==> src/rtl/controlador_puntuacion.sv <==
// Score-sequencing controller: round-robin pad arbitration, judgement/combo weighting,
// saturating running total and game-phase FSM. Combo multiplier enabled by CONTROL_PUNTUACION_COMBO_EN.
module controlador_puntuacion #(
    parameter int unsigned PUNTOS_OK       = 5,
    parameter int unsigned PUNTOS_BIEN     = 10,
    parameter int unsigned PUNTOS_PERFECTO = 20,
    parameter int unsigned PUNTOS_MAX      = 8191,
    parameter int unsigned COMBO_PASO      = 8
) (
    input  logic        clk,
    input  logic        resetN,
    input  logic        iniciar,
    input  logic        pausa,
    input  logic        finCancion,
    input  logic [3:0]  solicitud,
    input  logic [7:0]  calificacion,
    output logic [3:0]  concedido,
    output logic [12:0] puntuacionEntrada,
    output logic        enable,
    output logic        standBy,
    output logic [2:0]  multiplicador,
    output logic [7:0]  combo,
    output logic [1:0]  estado
);

    localparam int unsigned NUM_PADS  = 4;
    localparam int unsigned TOTAL_W   = 13;
    localparam int unsigned SUMA_W    = TOTAL_W + 1;
    localparam int unsigned PUNTOS_W  = 7;
    localparam int unsigned COMBO_MAX = 255;
    localparam int unsigned MULT_MAX  = 4;

    // Reject configurations the datapath widths cannot represent
    if (PUNTOS_MAX > 8191 || COMBO_PASO == 0 || (COMBO_PASO & (COMBO_PASO - 1)) != 0) begin : gParamCheck
        $error("controlador_puntuacion: invalid PUNTOS_MAX or COMBO_PASO");
    end

    typedef enum logic [1:0] {
        ESPERA  = 2'b00,
        JUGANDO = 2'b01,
        PAUSA   = 2'b10,
        FIN     = 2'b11
    } estado_t;

    estado_t              estadoActual, estadoSiguiente;
    logic [1:0]           puntero, punteroSig;
    logic [3:0]           concedidoSig;
    logic [TOTAL_W-1:0]   totalSig;
    logic                 enableSig;
    logic [2:0]           multSig;
    logic [7:0]           comboSig;
    logic [3:0]           pendientes;
    logic [1:0]           candidato;
    logic [1:0]           padSel;
    logic                 hayConcesion;
    logic [1:0]           juicio;
    logic [PUNTOS_W-1:0]  puntosBase;
    logic [PUNTOS_W-1:0]  puntos;
    logic [SUMA_W-1:0]    suma;
`ifdef CONTROL_PUNTUACION_COMBO_EN
    logic [7:0]           escalon;
`endif

    // A pad granted last edge is masked so a held request is not counted twice
    assign pendientes = solicitud & ~concedido;
    assign estado     = estadoActual;

    always_ff @(posedge clk or negedge resetN) begin
        if (!resetN) estadoActual <= ESPERA;
        else         estadoActual <= estadoSiguiente;
    end

    // Phase transitions; end-of-song outranks pause
    always_comb begin
        estadoSiguiente = estadoActual;
        case (estadoActual)
            ESPERA:  if (iniciar) estadoSiguiente = JUGANDO;
            JUGANDO: if (finCancion) estadoSiguiente = FIN;
                     else if (pausa) estadoSiguiente = PAUSA;
            PAUSA:   if (finCancion) estadoSiguiente = FIN;
                     else if (!pausa) estadoSiguiente = JUGANDO;
            FIN:     if (iniciar) estadoSiguiente = ESPERA;
            default: estadoSiguiente = ESPERA;
        endcase
    end

    // Arbitration and scoring; grants only while staying in JUGANDO
    always_comb begin
        concedidoSig = '0;
        enableSig    = 1'b0;
        totalSig     = puntuacionEntrada;
        comboSig     = combo;
        multSig      = multiplicador;
        punteroSig   = puntero;
        hayConcesion = 1'b0;
        padSel       = '0;
        candidato    = '0;
        juicio       = '0;
        puntosBase   = '0;
        puntos       = '0;
        suma         = '0;
`ifdef CONTROL_PUNTUACION_COMBO_EN
        escalon      = '0;
`endif
        if (estadoActual == ESPERA && iniciar) begin
            totalSig   = '0;
            comboSig   = '0;
            multSig    = 3'd1;
            punteroSig = 2'd3;
            enableSig  = 1'b1;
        end else if (estadoActual == JUGANDO && !finCancion && !pausa) begin
            for (int unsigned i = 1; i <= NUM_PADS; i++) begin
                candidato = puntero + 2'(i);
                if (!hayConcesion && pendientes[candidato]) begin
                    hayConcesion = 1'b1;
                    padSel       = candidato;
                end
            end
            if (hayConcesion) begin
                concedidoSig = 4'(1) << padSel;
                punteroSig   = padSel;
                enableSig    = 1'b1;
                juicio       = calificacion[{padSel, 1'b0} +: 2];
                case (juicio)
                    2'b01:   puntosBase = PUNTOS_W'(PUNTOS_OK);
                    2'b10:   puntosBase = PUNTOS_W'(PUNTOS_BIEN);
                    2'b11:   puntosBase = PUNTOS_W'(PUNTOS_PERFECTO);
                    default: puntosBase = '0;
                endcase
                if (juicio == 2'b00) begin
                    comboSig = '0;
                    multSig  = 3'd1;
                end else begin
                    puntos   = PUNTOS_W'(10'(puntosBase) * 10'(multiplicador));
                    suma     = {1'b0, puntuacionEntrada} + SUMA_W'(puntos);
                    totalSig = (suma > SUMA_W'(PUNTOS_MAX)) ? TOTAL_W'(PUNTOS_MAX) : suma[TOTAL_W-1:0];
                    comboSig = (combo == 8'(COMBO_MAX)) ? combo : combo + 8'd1;
`ifdef CONTROL_PUNTUACION_COMBO_EN
                    escalon  = comboSig / 8'(COMBO_PASO);
                    multSig  = (escalon >= 8'(MULT_MAX - 1)) ? 3'(MULT_MAX) : 3'(escalon) + 3'd1;
`else
                    multSig  = 3'd1;
`endif
                end
            end
        end
    end

    always_ff @(posedge clk or negedge resetN) begin
        if (!resetN) begin
            concedido         <= '0;
            puntuacionEntrada <= '0;
            enable            <= 1'b0;
            standBy           <= 1'b1;
            multiplicador     <= 3'd1;
            combo             <= '0;
            puntero           <= 2'd3;
        end else begin
            concedido         <= concedidoSig;
            puntuacionEntrada <= totalSig;
            enable            <= enableSig;
            standBy           <= (estadoSiguiente != JUGANDO);
            multiplicador     <= multSig;
            combo             <= comboSig;
            puntero           <= punteroSig;
        end
    end

endmodule

==> config.mk <==
export PLATFORM = sky130hd
export DESIGN_NAME = controlador_puntuacion
export DESIGN_NICKNAME = d
export VERILOG_FILES = /design/src/rtl/controlador_puntuacion.sv
export SDC_FILE = /design/constraint.sdc
export NUM_CORES = 1
export LEC_CHECK = 0
export BUFFER_PORTS_ARGS = -buffer_cell sky130_fd_sc_hd__buf_4
export CELL_PAD_IN_SITES_DETAIL_PLACEMENT = 0
export CELL_PAD_IN_SITES_GLOBAL_PLACEMENT = 1
export CORE_MARGIN = 2
export CORE_UTILIZATION = 43
export DETAILED_ROUTE_END_ITERATION = 16
export GPL_TIMING_DRIVEN = 0
export PLACE_DENSITY = 0.92
export SLEW_MARGIN = 25
export SYNTH_ARGS = -nofsm -noshare
export SYNTH_HDL_FRONTEND = slang
export SYNTH_SLANG_ARGS = --single-unit
==> constraint.sdc <==
create_clock -name clk -period 7.3 [get_ports clk]
set_input_delay 1.095 -clock clk [delete_from_list [all_inputs] [get_ports clk]]
set_output_delay 1.095 -clock clk [all_outputs]
set_load 0.01 [all_outputs]
==> key figures <==
Power
  – Cell-internal power: between 0.4 and 0.5 mW
  – Switching Fraction: between 40% and 50%
  – Power Dens Cells: a little under 300 nW/um^2
  – Power, Total: approximately 0.76 mW
  – Clock share of power: a little under a fifth
  – Switching power: just over 0.3 mW
  – Worst vdd ir: between 0.1 and 0.15 mV
  – Lkg Pwr: about 1.2 nW
  – Part of the power in registers: between 30% and 40%
  – Combinational power share: 49.3%

Clock tree
  – TritonCTS buffer count: 5
  – Postcts setup bufs: 0
  – Clk pin slew, worst setup/hold paths: approximately 0.070 ns
  – CTS tree: done
  – # resized after CTS: 0
  – Root buffer cell: clkbuf_8
  – H-tree depth: 2
  – Hold-fix buffer count after cts: 0
  – Max Buffers Root-to-Sink: 2
  – Clk Latency, worst-skew pair: approximately 0.28 ns
  – Clk sinks: 31

STA
  – Final count of negative-setup-slack endpoints: 0
  – Setup tns final: 0 ns
  – RSZ-0062 raised after global routing: no
  – Min cycle time layout: about 4.1 ns
  – Slew of the pin with the lowest slew margin: 0.7136 ns
  – Final Slew Violations: 0
  – Fin. Hold Viols: 0
  – Tcrit/Tclk final: 56.15%
  – Rel. slew slack: ~52%
  – Fmax: roughly 0.24 GHz
  – Min setup slack post-route: between 3 and 4 ns
  – Clk_skew: around 0.008 ns

Die
  – Core area: roughly 4700 um^2
  – DIE HEIGHT: between 70 and 80 um
  – DIE AREA: ~5300 um^2
  – Die X: 72.87 um
  – Row cnt: 25
  – Effective utilization at floorplan: about 44%
  – Ports: between 40 and 50

Route
  – Router iterations before antenna repair: 4
  – Met3 Wirelength: around 220 um
  – Vias after detailed routing: approximately 1.9k
  – Drt via density: roughly 5.6
  – DRT iter0 DRCs: 103
  – Final ANT Viol Nets: 0
  – Drc violations: 0
  – Metal-1 WL: 2271 um
  – Detailed-route wire length per cell: 14.05 um
  – Max layer used: met4
  – Final wirelength: 4791 um
  – Met2 wire length: 2281 um

Final layout
  – Share of cells above drive strength 1: roughly a quarter
  – Util after Layout: ~54%
  – # nets final: 308
  – Area delta synth->final: 24.54%
  – # diodes: 0

Worst hold path
  – Worst min-delay path class: register to register

Placed design
  – GP Congestion: between 0.8 and 0.9
  – Dpl hpwl: ~3400 um
  – Place WS: about 2.9 ns
  – Port buffer count: 45

Synthesis
  – Synth top area share: about 34%
  – Seq/Total Area, Yosys: roughly two fifths
  – Flops & latches, synth: 31
  – Avg Synthesized Cell Area: a little under 9 um^2
  – Synth async-reset ratio: 100.0%
  – Synth Instances: 233
  – Number of synthesized flops with an enable pin: 0
  – Synth area leaders: dfrtp_1 34%, nand2_1 4.6%, o21ai_0 3.9%, dfstp_2 3.9%, nor2_1 3.9%
  – Distinct cells, synth: 53
  – Post-Syn Area: just over 2000 um^2
  – Synth area leader: dfrtp_1
  – Synth Warn #: 0
  – Commonest register cell after synthesis: dfrtp_1

Worst setup path
  – Kind of start point of the critical path: input port
  – Critical path data required time: between 7 and 8 ns
  – Crit path capture type: register
  – Crit-path max FO: 10
  – Critical path class: input port to register
  – CP arrival: around 4.3 ns

GRT
  – Vias in the first global route: around 1.7k
  – Antenna violations before repair: 0
  – Largest net degree at the start of global routing: 32
  – First-pass GRT wire length: about 8000 um
  – Global Route Usage Sum: a little under a fifth
  – Total congestion overflow: 0

Run
  – MaxCap Viol Count: 0

Status
  – Status: finished, final reports clean
[worst max-delay path, cell delays in order]
cell	delay, ns
buf_4	0.11
nor2b_1	0.18
o211ai_1	0.18
nand4_1	0.37
a32o_2	0.41
buf_6	0.14
and2_2	0.20
xor2_1	0.15
ha_1	0.23
o21ai_0	0.15
nand2_1	0.08
and3_1	0.18
nand3_1	0.12
nand3_2	0.16
and3b_1	0.24
a211oi_1	0.26
[logic make-up (layout without fill, tap and decap cells)]
kind of cell	after synthesis	in the layout	synth area share, %
AO/OA/AOI/OAI	65	65	22.64
XOR/XNOR	6	6	2.577
adder cells (fa/ha/maj)	5	5	3.067
buffers and inverters	18	71	5.092
flip-flops	31	31	38.22
multiplexers	3	3	1.472
other	2	3	0.3682
AND/OR/NAND/NOR	103	103	26.57
[state kept, by name (all words and copies together) (netlist names)]
signal / cells
concedido: 4
puntuacionEntrada: 13
puntero: 2
estado: 2
enable: 1
standBy: 1
combo: 8
[cells in the final DEF (no fill, tap or decap), drive strengths merged, types with 6 or more instances in the layout]
master	count
clkbuf	12
nor2b	9
a211oi	6
a31oi	6
xor2	6
dfrtp	28
buf	53
nand2b	8
and3	6
o21ai	18
nand2	25
nand3	11
nor2	22
a21oi	15
[final cells by class]
type | count | area, um^2
repair buffers | 45 | 337.8
well taps | 54 | 67.56
fillers | 455 | 2121
multi-input cells | 185 | 1160
inverters | 5 | 18.77
plain buffers | 13 | 85.08
clock inverters | 1 | 5.005
clock buffers | 7 | 86.33
flip-flops and latches | 31 | 779.5
[metrics by stage]
| step | cell area [um^2] | hold slack (ns) | instances |
|---|---|---|---|
| floorplan | 2043 | 0.5091 | 234 |
| global placement | 2449 | 0.5270 | 333 |
| detailed placement | 2449 | 0.5305 | 333 |
| CTS | 2540 | 0.5398 | 341 |
| global route | 2540 | 0.5574 | 341 |
| finish | 2540 | 0.5459 | 341 |
[path summary, 6_finish.rpt]
| path | start | cells after the start | slack (ns) | to |
|---|---|---|---|---|
| worst max-delay path | solicitud[1] | 16 | 3.20 | puntuacionEntrada[10] |
| worst min-delay path | puntero[0] | 2 | 0.55 | puntero[0] |
| worst max register to register | puntero[1] | 16 | 3.63 | puntuacionEntrada[10] |
| worst min register to register | puntero[0] | 2 | 0.55 | puntero[0] |
| max in group asynchronous | resetN | 1 | 6.22 | puntero[1] |
| min in group asynchronous | resetN | 1 | 0.74 | puntuacionEntrada[0] |
[Yosys cell counts (all sizes together), types with 2 or more instances]
cell type / n
dfrtp: 28
nand2: 25
nor2: 22
o21ai: 18
a21oi: 15
nand3: 11
nor2b: 9
buf: 8
nand2b: 8
a211oi: 6
a31oi: 6
and3: 6
xor2: 6
clkbuf: 5
ha: 5
inv: 5
nand4: 5
a41oi: 4
and2: 3
dfstp: 3
mux2i: 3
or3: 3
a211o: 2
a21o: 2
a221oi: 2
a32o: 2
conb: 2
nand3b: 2
nor3: 2
o211ai: 2
o21a: 2
[routing by layer]
metal / global-route usage [%] / vias up
met2: 30.30 / 50
li1: - / 939
met5: 0 / -
met1: 24.69 / 906
met3: 4.006 / 2
met4: 5.350 / 0
[power groups by stage]
stage	registers (mW)	clock network [mW]	logic (mW)
after floorplan	0.255	0	0.255
after global placement	0.246	0	0.370
after detailed placement	0.247	0	0.374
after CTS	0.244	0.143	0.376
after global routing	0.250	0.148	0.417
final	0.243	0.140	0.373
(Power assumes the default switching activity.)
